### src/rtl/gbc_cart_pkg.sv
// gbc_cart_pkg: shared types for the GamePak bus sequencer.
// Sequencer states, T-state phase type and external RAM window decode.
package gbc_cart_pkg;

  typedef enum logic [2:0] {
    S_HOLD,
    S_IDLE,
    S_T0,
    S_T1,
    S_T2,
    S_T3,
    S_ACK
  } seq_state_t;

  typedef logic [1:0] t_phase_t;

  localparam logic [15:0] EXT_CS_LO = 16'hA000;
  localparam logic [15:0] EXT_CS_HI = 16'hFDFF;

  function automatic logic in_ext_window(input logic [15:0] a);
    return (a >= EXT_CS_LO) && (a <= EXT_CS_HI);
  endfunction

endpackage

### src/rtl/gbc_tstate_timer.sv
// gbc_tstate_timer: free-running T-state prescaler and machine-cycle phase.
// TEndNext flags that the following clock will be the last of its T-state.
module gbc_tstate_timer
  import gbc_cart_pkg::*;
#(
  parameter int TPT = 8
) (
  input  logic       Clk,
  input  logic       Reset,
  output logic       TEnd,
  output logic       TEndNext,
  output logic [1:0] Phase,
  output logic       MEnd
);

  localparam logic [7:0] PRESC_MAX = 8'(TPT - 1);

  logic [7:0] presc_q, presc_d;
  t_phase_t   phase_q, phase_d;

  // Prescaler wraps at TPT-1; phase advances 0..3 on each T-state end
  always_comb begin
    TEnd     = (presc_q == PRESC_MAX);
    presc_d  = TEnd ? 8'd0 : presc_q + 8'd1;
    phase_d  = TEnd ? phase_q + 2'd1 : phase_q;
    TEndNext = (presc_d == PRESC_MAX);
    MEnd     = TEnd && (phase_q == 2'd3);
  end

  // Timer state registers
  always_ff @(posedge Clk or posedge Reset) begin
    if (Reset) begin
      presc_q <= 8'd0;
      phase_q <= 2'd0;
    end else begin
      presc_q <= presc_d;
      phase_q <= phase_d;
    end
  end

  assign Phase = phase_q;

endmodule

### src/rtl/gbc_cart_bus_sequencer.sv
// gbc_cart_bus_sequencer: turns single-word requests into GamePak bus
// cycles and holds the cartridge in reset after system reset.
module gbc_cart_bus_sequencer
  import gbc_cart_pkg::*;
#(
  parameter int TPT        = 8,
  parameter int RESET_HOLD = 64
) (
  input  logic        Clk,
  input  logic        Reset,
  input  logic        Req,
  input  logic        Wr,
  input  logic [15:0] Addr,
  input  logic [7:0]  WData,
  output logic        Ack,
  output logic [7:0]  RData,
  output logic        Busy,
  output logic        PakClk,
  output logic        PakWrite,
  output logic        PakRead,
  output logic        PakCS,
  output logic [15:0] PakAddr,
  output logic [7:0]  PakDataOut,
  output logic        PakDataOE,
  input  logic [7:0]  PakDataIn,
  output logic        PakReset
);

  localparam logic [15:0] HOLD_LAST = 16'(RESET_HOLD - 1);
  localparam logic [15:0] HOLD_MAX  = 16'(RESET_HOLD);

  logic     t_end, t_end_next, m_end;
  t_phase_t phase, phase_n;

  gbc_tstate_timer #(.TPT(TPT)) u_timer (
    .Clk      (Clk),
    .Reset    (Reset),
    .TEnd     (t_end),
    .TEndNext (t_end_next),
    .Phase    (phase),
    .MEnd     (m_end)
  );

  seq_state_t  state_q, state_d;
  logic [15:0] hold_q, hold_d;
  logic        wr_q, wr_d;
  logic [7:0]  wdata_q, wdata_d;
  logic [15:0] addr_q, addr_d;
  logic [7:0]  rdata_q, rdata_d;
  logic [7:0]  dout_q, dout_d;
  logic        ack_q, ack_d;
  logic        busy_q, busy_d;
  logic        pclk_q, pclk_d;
  logic        we_q, we_d;
  logic        re_q, re_d;
  logic        cs_q, cs_d;
  logic        oe_q, oe_d;
  logic        prst_q, prst_d;
  logic        accept, active_n;

  // Next state plus outputs registered from the state being entered
  always_comb begin
    state_d = state_q;
    accept  = 1'b0;
    hold_d  = hold_q;
    if (t_end && hold_q != HOLD_MAX) hold_d = hold_q + 16'd1;

    unique case (state_q)
      S_HOLD: if (t_end && hold_q == HOLD_LAST) state_d = S_IDLE;
      S_IDLE: begin
        if (Req && m_end) begin
          accept  = 1'b1;
          state_d = S_T0;
        end
      end
      S_T0:  if (t_end) state_d = S_T1;
      S_T1:  if (t_end) state_d = S_T2;
      S_T2:  if (t_end) state_d = S_T3;
      S_T3:  if (t_end) state_d = S_ACK;
      S_ACK: state_d = S_IDLE;
      default: state_d = S_HOLD;
    endcase

    wr_d    = accept ? Wr : wr_q;
    wdata_d = accept ? WData : wdata_q;
    addr_d  = accept ? Addr : addr_q;
    rdata_d = (state_q == S_T3 && t_end && !wr_q) ? PakDataIn : rdata_q;

    phase_n  = t_end ? phase + 2'd1 : phase;
    active_n = state_d inside {S_T0, S_T1, S_T2, S_T3};

    ack_d  = (state_d == S_ACK);
    busy_d = (state_d != S_IDLE);
    prst_d = (state_d == S_HOLD);
    pclk_d = (phase_n < 2'd2);
    re_d   = active_n && !wr_d;
    oe_d   = active_n && wr_d;
    dout_d = oe_d ? wdata_d : 8'h00;
    cs_d   = (state_d inside {S_T1, S_T2, S_T3}) && in_ext_window(addr_d);
    we_d   = wr_d && ((state_d == S_T2) ||
                      (state_d == S_T3 && !t_end_next));
  end

  // Sequencer registers; reset drops every strobe at once
  always_ff @(posedge Clk or posedge Reset) begin
    if (Reset) begin
      state_q <= S_HOLD;
      hold_q  <= 16'd0;
      wr_q    <= 1'b0;
      wdata_q <= 8'h00;
      addr_q  <= 16'h0000;
      rdata_q <= 8'h00;
      dout_q  <= 8'h00;
      ack_q   <= 1'b0;
      busy_q  <= 1'b1;
      pclk_q  <= 1'b0;
      we_q    <= 1'b0;
      re_q    <= 1'b0;
      cs_q    <= 1'b0;
      oe_q    <= 1'b0;
      prst_q  <= 1'b1;
    end else begin
      state_q <= state_d;
      hold_q  <= hold_d;
      wr_q    <= wr_d;
      wdata_q <= wdata_d;
      addr_q  <= addr_d;
      rdata_q <= rdata_d;
      dout_q  <= dout_d;
      ack_q   <= ack_d;
      busy_q  <= busy_d;
      pclk_q  <= pclk_d;
      we_q    <= we_d;
      re_q    <= re_d;
      cs_q    <= cs_d;
      oe_q    <= oe_d;
      prst_q  <= prst_d;
    end
  end

  assign Ack        = ack_q;
  assign RData      = rdata_q;
  assign Busy       = busy_q;
  assign PakClk     = pclk_q;
  assign PakWrite   = we_q;
  assign PakRead    = re_q;
  assign PakCS      = cs_q;
  assign PakAddr    = addr_q;
  assign PakDataOut = dout_q;
  assign PakDataOE  = oe_q;
  assign PakReset   = prst_q;

endmodule
### config.mk
export PLATFORM = sky130hd
export DESIGN_NAME = gbc_cart_bus_sequencer
export DESIGN_NICKNAME = d
export VERILOG_FILES = /design/src/rtl/gbc_cart_pkg.sv /design/src/rtl/gbc_tstate_timer.sv /design/src/rtl/gbc_cart_bus_sequencer.sv
export SDC_FILE = /design/constraint.sdc
export NUM_CORES = 1
export LEC_CHECK = 0
export ABC_AREA = 1
export CAP_MARGIN = 20
export CORE_MARGIN = 5
export CORE_UTILIZATION = 46
export DETAILED_ROUTE_END_ITERATION = 7
export GPL_ROUTABILITY_DRIVEN = 0
export PLACE_DENSITY = 0.83
export SLEW_MARGIN = 20
export SYNTH_ARGS = -nofsm -noshare
export SYNTH_HDL_FRONTEND = slang
export SYNTH_HIERARCHICAL = 1
export SYNTH_SLANG_ARGS = --single-unit
### constraint.sdc
create_clock -name Clk -period 2.18 [get_ports Clk]
set_input_delay 0.436 -clock Clk [delete_from_list [all_inputs] [get_ports Clk]]
set_output_delay 0.436 -clock Clk [all_outputs]
set_load 0.02 [all_outputs]
==> metrics.md, run 1 <==
| Metric | Value |
|---|---|
| Crit. End Element | flip-flop |
| Post-Syn Area | 3680 um2 |
| Initial DRC count | 190 |
| DIE AREA | 9890 um2 |
| CP required | 2460 ps |
| Vias | 2958 |
| Cell row count | 32 |
| Worst-Skew Late Latency | 350 ps |
| Core Region | 7770 um2 |
| Mapped Cells | 423 |
| Final #Nets | 552 |
| Final Critical Period | 2010 ps |
| CTS tree | yes |
| Yosys reg bits | 78 |
| Boundary Pins | 76 |
| Initial antenna violation count | 0 |
| Layout cell share with drive strength beyond 1 | 13.2% |
| Peak supply drop | 0.000437 V |
| Pwr per Cell Area | 689 nW/um2 |
| Mapped Nets | 464 |
| Clock Skew | 15.0 ps |
| Clock Power Share | 31.3% |
| Vias in the first global route | 2950 |
| First-pass GRT wire length | 13.6 mm |
| Max Slew Vio Count | 0 |
| Worst endpoint data arrival time | 2290 ps |
| Gate power share | 19.5% |
| P&R area growth vs syn | 31.6% |
| Part of the power in registers | 49.2% |
| Status | finished, final reports clean |
| Sequential share of the synthesized area | 53.1% |
| Top post-synthesis cells by area | dfrtp_1 52%, nand2_1 9.3%, inv_1 8.5%, mux2_2 5.2%, nor2_1 4.3% |
| Final Hold Vio Count | 0 |
| Fin crit share | 92.2% |
| Relative slew slack | 66.9% |
| Hold Crit Class | in2async |
| Mapped Avg Cell Area | 8.70 um2 |
| Clk buf depth | 2 |
| Worst setup SP type | flip-flop |
| PortBufs | 75 |
| Cell Int Power | 2.34 mW |
| LEAKAGE | 2.39 nW |
| CTS root buf | clkbuf_8 |
| Congestion Overflow GR | 0 |
| Post-synth top area share | 51.7% |
| Fmax | 498 MHz |
| Synth Warn # | 6 |
| Die height | 99.4 um |
| Largest net degree at the start of global routing | 69 |
| Sw Share | 29.8% |
| Worst-Margin Slew | 493 ps |
| Fin util | 62.3% |
| Final setup vio count | 0 |
| H-tree depth | 3 |
| Sw power | 0.994 mW |
| First-pass iteration count of the detailed router | 4 |
| Sink Count | 78 |
| CP max FO | 15 |
| Commonest non-fill, non-tap cell in the layout | nand2_1 |
| CTS clk-pin slew, worst paths | 90 ps |
| Max-cap violation count | 0 |
| Post-DRT Antenna Nets | 0 |
| Initial Utilization | 47.4% |
| # diodes | 0 |
| Largest area contributor in the netlist | dfrtp_1 |
| RSZ-0062 raised after global routing | yes |
| DR WL/cell | 13.1 um |
| Die Wd | 99.4 um |
| Most frequent cells in the layout | 91 x nand2_1, 81 x inv_1, 76 x dfrtp_1 |
| WS Path Type | reg2reg |
| Via-per-instance ratio | 4.79 |
| Synth cell types | 29 |
| Num CTS Buffers | 9 |
| Overall routed net length | 8.11 mm |
| HPWL after detailed placement | 5.88 mm |
| Fin Setup TNS | 0 ps |
| Post-route DRC | 0 |
| GRT Total Usage | 17.1% |
-- what timing repair did --
action | in CTS | in global routing
resized for setup | 0 | 8
hold buffers | 0 | 0
setup buffers | 0 | 3
endpoints found under the setup margin | 0 | 13
-- logic make-up after synthesis --
group           Yosys count  share of synthesized area (%)
mux                      17                           5.20
compound gates           28                           4.39
simple gates            192                           23.0
flops                    78                           53.1
buf+inv                  93                           10.2
xor+xnor                 10                           2.38
fa+ha+maj                 5                           1.70
-- layer usage --
metal | vias to the layer above | GRT usage [%] | part of all wire (%)
met5 | - | 0 | 0
met4 | 0 | 9.03 | 3.1
met3 | 17 | 3.02 | 3.9
met2 | 69 | 29.5 | 51
met1 | 1388 | 20.4 | 42
li1 | 1484 | - | -
-- synthesized netlist by cell type --
library cell / n
nor2_4: 1
o21ai_2: 1
nor3_1: 7
dfstp_2: 2
inv_1: 83
a21oi_2: 1
buf_6: 2
nand3_2: 2
buf_2: 4
o21ai_1: 3
mux2_2: 17
o21bai_1: 1
ha_1: 5
nand4_1: 12
nand3_1: 29
nor2_2: 3
nand2_1: 91
o21ai_0: 19
inv_2: 2
dfrtp_1: 76
xnor2_1: 2
xor2_1: 8
a21oi_4: 1
nand2_2: 4
a21oi_1: 2
nand3_4: 1
clkinv_2: 1
nor2_1: 42
buf_4: 1
-- power by group through the flow --
| stage | sequential [mW] | clock, mW | combinational (mW) |
|---|---|---|---|
| floorplan | 1.76 | 0 | 0.247 |
| global placement | 1.66 | 0 | 0.634 |
| detailed placement | 1.67 | 0 | 0.649 |
| CTS | 1.64 | 1.06 | 0.656 |
| global route | 1.65 | 1.11 | 0.711 |
| finish | 1.64 | 1.04 | 0.651 |
-- flip-flops by register name, summed over array words and instances (netlist names) --
| signal | flops |
|---|---|
| PakClk | 1 |
| PakWrite | 1 |
| u_timer/Phase | 2 |
| Busy | 1 |
| wr_q | 1 |
| hold_q | 16 |
| RData | 8 |
| Ack | 1 |
| PakReset | 1 |
| PakDataOut | 8 |
| PakAddr | 16 |
| u_timer/presc_q | 8 |
| wdata_q | 8 |
| state_q | 3 |
| PakRead | 1 |
| PakCS | 1 |
| PakDataOE | 1 |
-- final cells by class --
cell class / instances / area, um2
fill: 613 / 2930
sequential: 78 / 1950
multi-input combinational: 252 / 1380
timing repair buffer: 84 / 861
inverter: 86 / 324
clock buffer: 11 / 151
tap: 102 / 128
clock inverter: 5 / 40.0
-- worst paths after layout --
check | start | end | depth (start not counted) | slack, ps
worst max-delay path | u_timer/presc_q[0]$_DFF_PP0_ | PakDataOut[5]$_DFF_PP0_ | 12 | 170
worst min-delay path | Reset | u_timer/presc_q[7]$_DFF_PP0_ | 2 | 410
worst max register to register | u_timer/presc_q[0]$_DFF_PP0_ | PakDataOut[5]$_DFF_PP0_ | 12 | 170
worst min register to register | hold_q[13]$_DFFE_PP0P_ | hold_q[13]$_DFFE_PP0P_ | 2 | 490
max in group asynchronous | Reset | Busy$_DFF_PP1_ | 3 | 1360
min in group Clk | hold_q[13]$_DFFE_PP0P_ | hold_q[13]$_DFFE_PP0P_ | 2 | 490
-- per-stage QoR --
step / hold slack [ps] / std cells / cell area, um2 / setup WS [ps] / power, mW
floorplan: 276 / 423 / 3680 / 35.8 / 2.00
global placement: 462 / 598 / 4570 / 213 / 2.30
detailed placement: 475 / 598 / 4570 / 92.2 / 2.32
CTS: 416 / 614 / 4760 / 34.9 / 3.35
global route: 462 / 618 / 4840 / -33.1 / 3.47
finish: 411 / 618 / 4840 / 171 / 3.34
-- critical path: stages (launching register included) --
cell	delay (ps)
dfrtp_1	430
ha_4	180
nand2_1	80
clkinv_2	90
nand3_1	100
nor2_1	100
nand2_1	80
inv_2	80
nand3_4	110
clkbuf_16	210
a21oi_4	200
nand3_4	150
nor2_1	120
(Power assumes the default switching activity.)
==> run 2: changes to the inputs <==
--- a/config.mk
+++ b/config.mk
@@ -5,13 +5,12 @@
 export SDC_FILE = /design/constraint.sdc
 export NUM_CORES = 1
 export LEC_CHECK = 0
-export ABC_AREA = 1
 export CAP_MARGIN = 20
 export CORE_MARGIN = 5
-export CORE_UTILIZATION = 46
+export CORE_UTILIZATION = 45
 export DETAILED_ROUTE_END_ITERATION = 7
 export GPL_ROUTABILITY_DRIVEN = 0
-export PLACE_DENSITY = 0.83
+export PLACE_DENSITY = 0.82
 export SLEW_MARGIN = 20
 export SYNTH_ARGS = -nofsm -noshare
 export SYNTH_HDL_FRONTEND = slang
==> metrics.md, run 2 <==
| Metric | Value |
|---|---|
| Status | finished, final reports clean |
| Slowest cell on crit path | dfrtp_1 |
| Pwr per Cell Area | 684 nW/um2 (-0.76%) |
| Fin Setup TNS | 0 ps (unchanged) |
| LEAKAGE | 2.17 nW (-9.0%) |
| Peak supply drop | 0.000347 V (-21%) |
| Worst endpoint data arrival time | 2410 ps (+120 ps) |
| GRT Total Usage | 15.0% (-2.1 points) |
| CTS tree | yes |
| Crit path cell chain | ha_4 -> nor4b_4 -> and3_4 -> and2_4 -> nand3_4 -> or2_4 -> clkbuf_16 -> mux2_2 -> nor2b_1 |
| Worst-Margin Slew | 411 ps (-81.8 ps) |
| Placed cell areas | 4370 um2 (-4.3%) |
| Sink Count | 78 (unchanged) |
| Most frequent cells in the layout | 76 x dfrtp_1, 75 x clkdlybuf4s50_1, 32 x mux2_2 |
| Hold WS | 413 ps (+1.79 ps) |
| WS Path Type | reg2reg |
| Hold Crit Class | in2async |
| Post-DRT Antenna Nets | 0 (unchanged) |
| Fin cells | 469 (-24%) |
| CTS clk-pin slew, worst paths | 80 ps (about the same) |
| Final Instance Area | 4730 um2 (-2.3%) |
| Die Wd | 96.8 um (-2.7%) |
| Overall routed net length | 7.00 mm (-14%) |
| Ys async rst share | 100% (unchanged) |
| Die height | 96.8 um (-2.7%) |
| Mapped Nets | 304 (-34%) |
| DIE AREA | 9360 um2 (-5.3%) |
| Post-Syn Area | 3390 um2 (-7.9%) |
| PortBufs | 75 (unchanged) |
| Post-synth EDFFs | 0 (unchanged) |
| Initial DRC count | 50 (-74%) |
| Placed Instances | 447 (-25%) |
| Relative slew slack | 72.6% (+5.7 points) |
| Post-route DRC | 0 (unchanged) |
| Cell row count | 31 (-3.1%) |
| Count leader, synth | dfrtp_1 |
| Final Total Pwr | 3.23 mW (-3.1%) |
| Final setup vio count | 0 (unchanged) |
| Boundary Pins | 76 (unchanged) |
| Sequential share of the synthesized area | 57.7% (+4.6 points) |
| P&R area growth vs syn | 39.6% |
| Vias in the first global route | 2416 (-18%) |
| # hold bufs at CTS | 0 (unchanged) |
| Initial antenna violation count | 0 (unchanged) |
| Largest area contributor in the netlist | dfrtp_1 |
| Crit. End Element | flip-flop |
| Final Critical Period | 2170 ps (+158 ps) |
| Num CTS Buffers | 9 (unchanged) |
| Synth cell types | 49 (+69%) |
| # diodes | 0 (unchanged) |
| Top post-synthesis cells by area | dfrtp_1 56%, mux2_2 11%, xnor2_1 3.1%, xor2_1 2.8%, ha_1 1.8% |
| Clk buf depth | 2 (unchanged) |
| Commonest non-fill, non-tap cell in the layout | dfrtp_1 |
| Post-synth top area share | 56.2% (+4.5 points) |
| Mapped Avg Cell Area | 12.9 um2 (+48%) |
| Vias | 2325 (-21%) |
| Max-cap violation count | 0 (unchanged) |
| Yosys reg bits | 78 (unchanged) |
| DR WL/cell | 14.9 um (+14%) |
| Layout cell share with drive strength beyond 1 | 26.8% (+14 points) |
| Mapped Cells | 263 (-38%) |
| Largest net degree at the start of global routing | 69 (unchanged) |
| CP max FO | 6 (-9) |
| Clock Skew | 9.49 ps (-5.48 ps) |
| RSZ-0062 raised after global routing | yes |
| Fillers | 562 (-8.3%) |
| Core Region | 7290 um2 (-6.1%) |
| HPWL after detailed placement | 5.07 mm (-14%) |
| Storage element area | 1950 um2 (unchanged) |
| Fin crit share | 99.4% (+7.2 points) |
| Commonest cells in the netlist | 76 x dfrtp_1, 33 x mux2_2, 16 x nor2_1 |
| Worst setup SP type | flip-flop |
| Crit path largest cell delay | 400 ps (-30 ps) |
| CTS root buf | clkbuf_8 |
| Initial Utilization | 46.4% (-0.91 points) |
| First-pass iteration count of the detailed router | 6 (+2) |
| Worst-Skew Late Latency | 350 ps (about the same) |
| Congestion Overflow GR | 0 (unchanged) |
| Synth Warn # | 6 (unchanged) |
| Multi-input gate area | 1400 um2 (+1.4%) |
| H-tree depth | 3 (unchanged) |
| First-pass GRT wire length | 11.6 mm (-15%) |
| Max Slew Vio Count | 0 (unchanged) |
| CP required | 2420 ps (-40 ps) |
| Final #Nets | 406 (-26%) |
| Most used DFF post-synth | dfrtp_1 |
| Final Hold Vio Count | 0 (unchanged) |
| Via-per-instance ratio | 4.96 (+3.6%) |
| Fmax | 461 MHz (-7.3%) |
## run 2: cell types whose count changed after synthesis, sizes merged, moves of 5 or more
cell and delta:
nand2 -84, inv -75, nor2 -30, nand4 -5
nand3 -22, and3 +5, nor2b +10, mux2 +17
o21ai -19, xnor2 +10
## run 2: stage by stage
stage | utilization (%) | setup WS, ps
2_1_floorplan | - | -157
3_3_place_gp | 60.0 | 39.8
3_5_place_dp | 60.0 | -3.03
4_1_cts | 62.8 | 6.91
5_1_grt | 64.8 | -67.8
6_report | 64.8 | 13.1
## run 2: cell families after synthesis
kind of cell | synth area share (%)
and+or+nand+nor | 14.3
DFF | 57.7
muxes | 11.4
xor gates and xnor gates | 5.95
AOI/OAI and AO/OA | 5.28
buffers and inverters | 3.25
adders and majority gates | 2.14
## run 2: what timing repair did
action                                  CTS  global route
pin swaps                                 2             6
gates resized for setup                   0             9
buffers inserted                          0             4
cloned                                    0             2
endpoints found under the setup margin    1            20
hold endpoints to repair                  0             0
## run 2: path summary, 6_finish.rpt
| check | start | endpoint | slack [ps] | cells after the start |
|---|---|---|---|---|
| worst min-delay path | Reset | u_timer/Phase[1]$_DFFE_PP0N_ | 410 | 2 |
| worst max register to register | u_timer/presc_q[1]$_DFF_PP0_ | PakDataOut[0]$_DFF_PP0_ | 10 | 9 |
| worst max-delay path | u_timer/presc_q[1]$_DFF_PP0_ | PakDataOut[0]$_DFF_PP0_ | 10 | 9 |
| max in group asynchronous | Reset | PakReset$_DFF_PP1_ | 1360 | 3 |
| min in group Clk | hold_q[15]$_DFFE_PP0P_ | hold_q[15]$_DFFE_PP0P_ | 490 | 1 |
| worst min register to register | hold_q[15]$_DFFE_PP0P_ | hold_q[15]$_DFFE_PP0P_ | 490 | 1 |
## run 2: critical path: cells and delay by family (launching register included)
| family | cells | cell delay [ps] |
|---|---|---|
| adder cells (fa/ha/maj) | 1 | 150 |
| buffers and inverters | 1 | 170 |
| flip-flops | 1 | 400 |
| multiplexers | 1 | 270 |
| AND/OR/NAND/NOR | 6 | 1080 |
## run 2: cell type report
type / instances / share of cell area, %
multi-input combinational: 167 / 29.6
clock inverter: 6 / 1.46
inverter: 10 / 0.794
clock buffer: 10 / 2.91
timing repair buffer: 99 / 21.2
sequential: 78 / 41.3
tap: 99 / 2.62
## run 2: layer usage
metal | vias up | global-route usage, % | part of all wire [%]
met5 | - | 0 | 0
met4 | 0 | 6.26 | 1.7
met3 | 11 | 5.11 | 6.1
met2 | 63 | 24.5 | 49
met1 | 1137 | 18.1 | 44
li1 | 1114 | - | -
## run 2: power breakdown
group / internal [mW] / leakage, nW / total, mW / switching [mW]
Sequential: 1.53 / 1.03 / 1.61 / 0.0760
Clock: 0.568 / 0.103 / 1.09 / 0.527
Combinational: 0.289 / 1.04 / 0.531 / 0.242
==> run 3: changes to the inputs <==
--- a/config.mk
+++ b/config.mk
@@ -5,6 +5,7 @@
 export SDC_FILE = /design/constraint.sdc
 export NUM_CORES = 1
 export LEC_CHECK = 0
+export ABC_CLOCK_PERIOD_IN_PS = 2180
 export CAP_MARGIN = 20
 export CORE_MARGIN = 5
 export CORE_UTILIZATION = 45
==> results of run 3 <==
Final layout, timing and power as in run 2 (identical DEF).
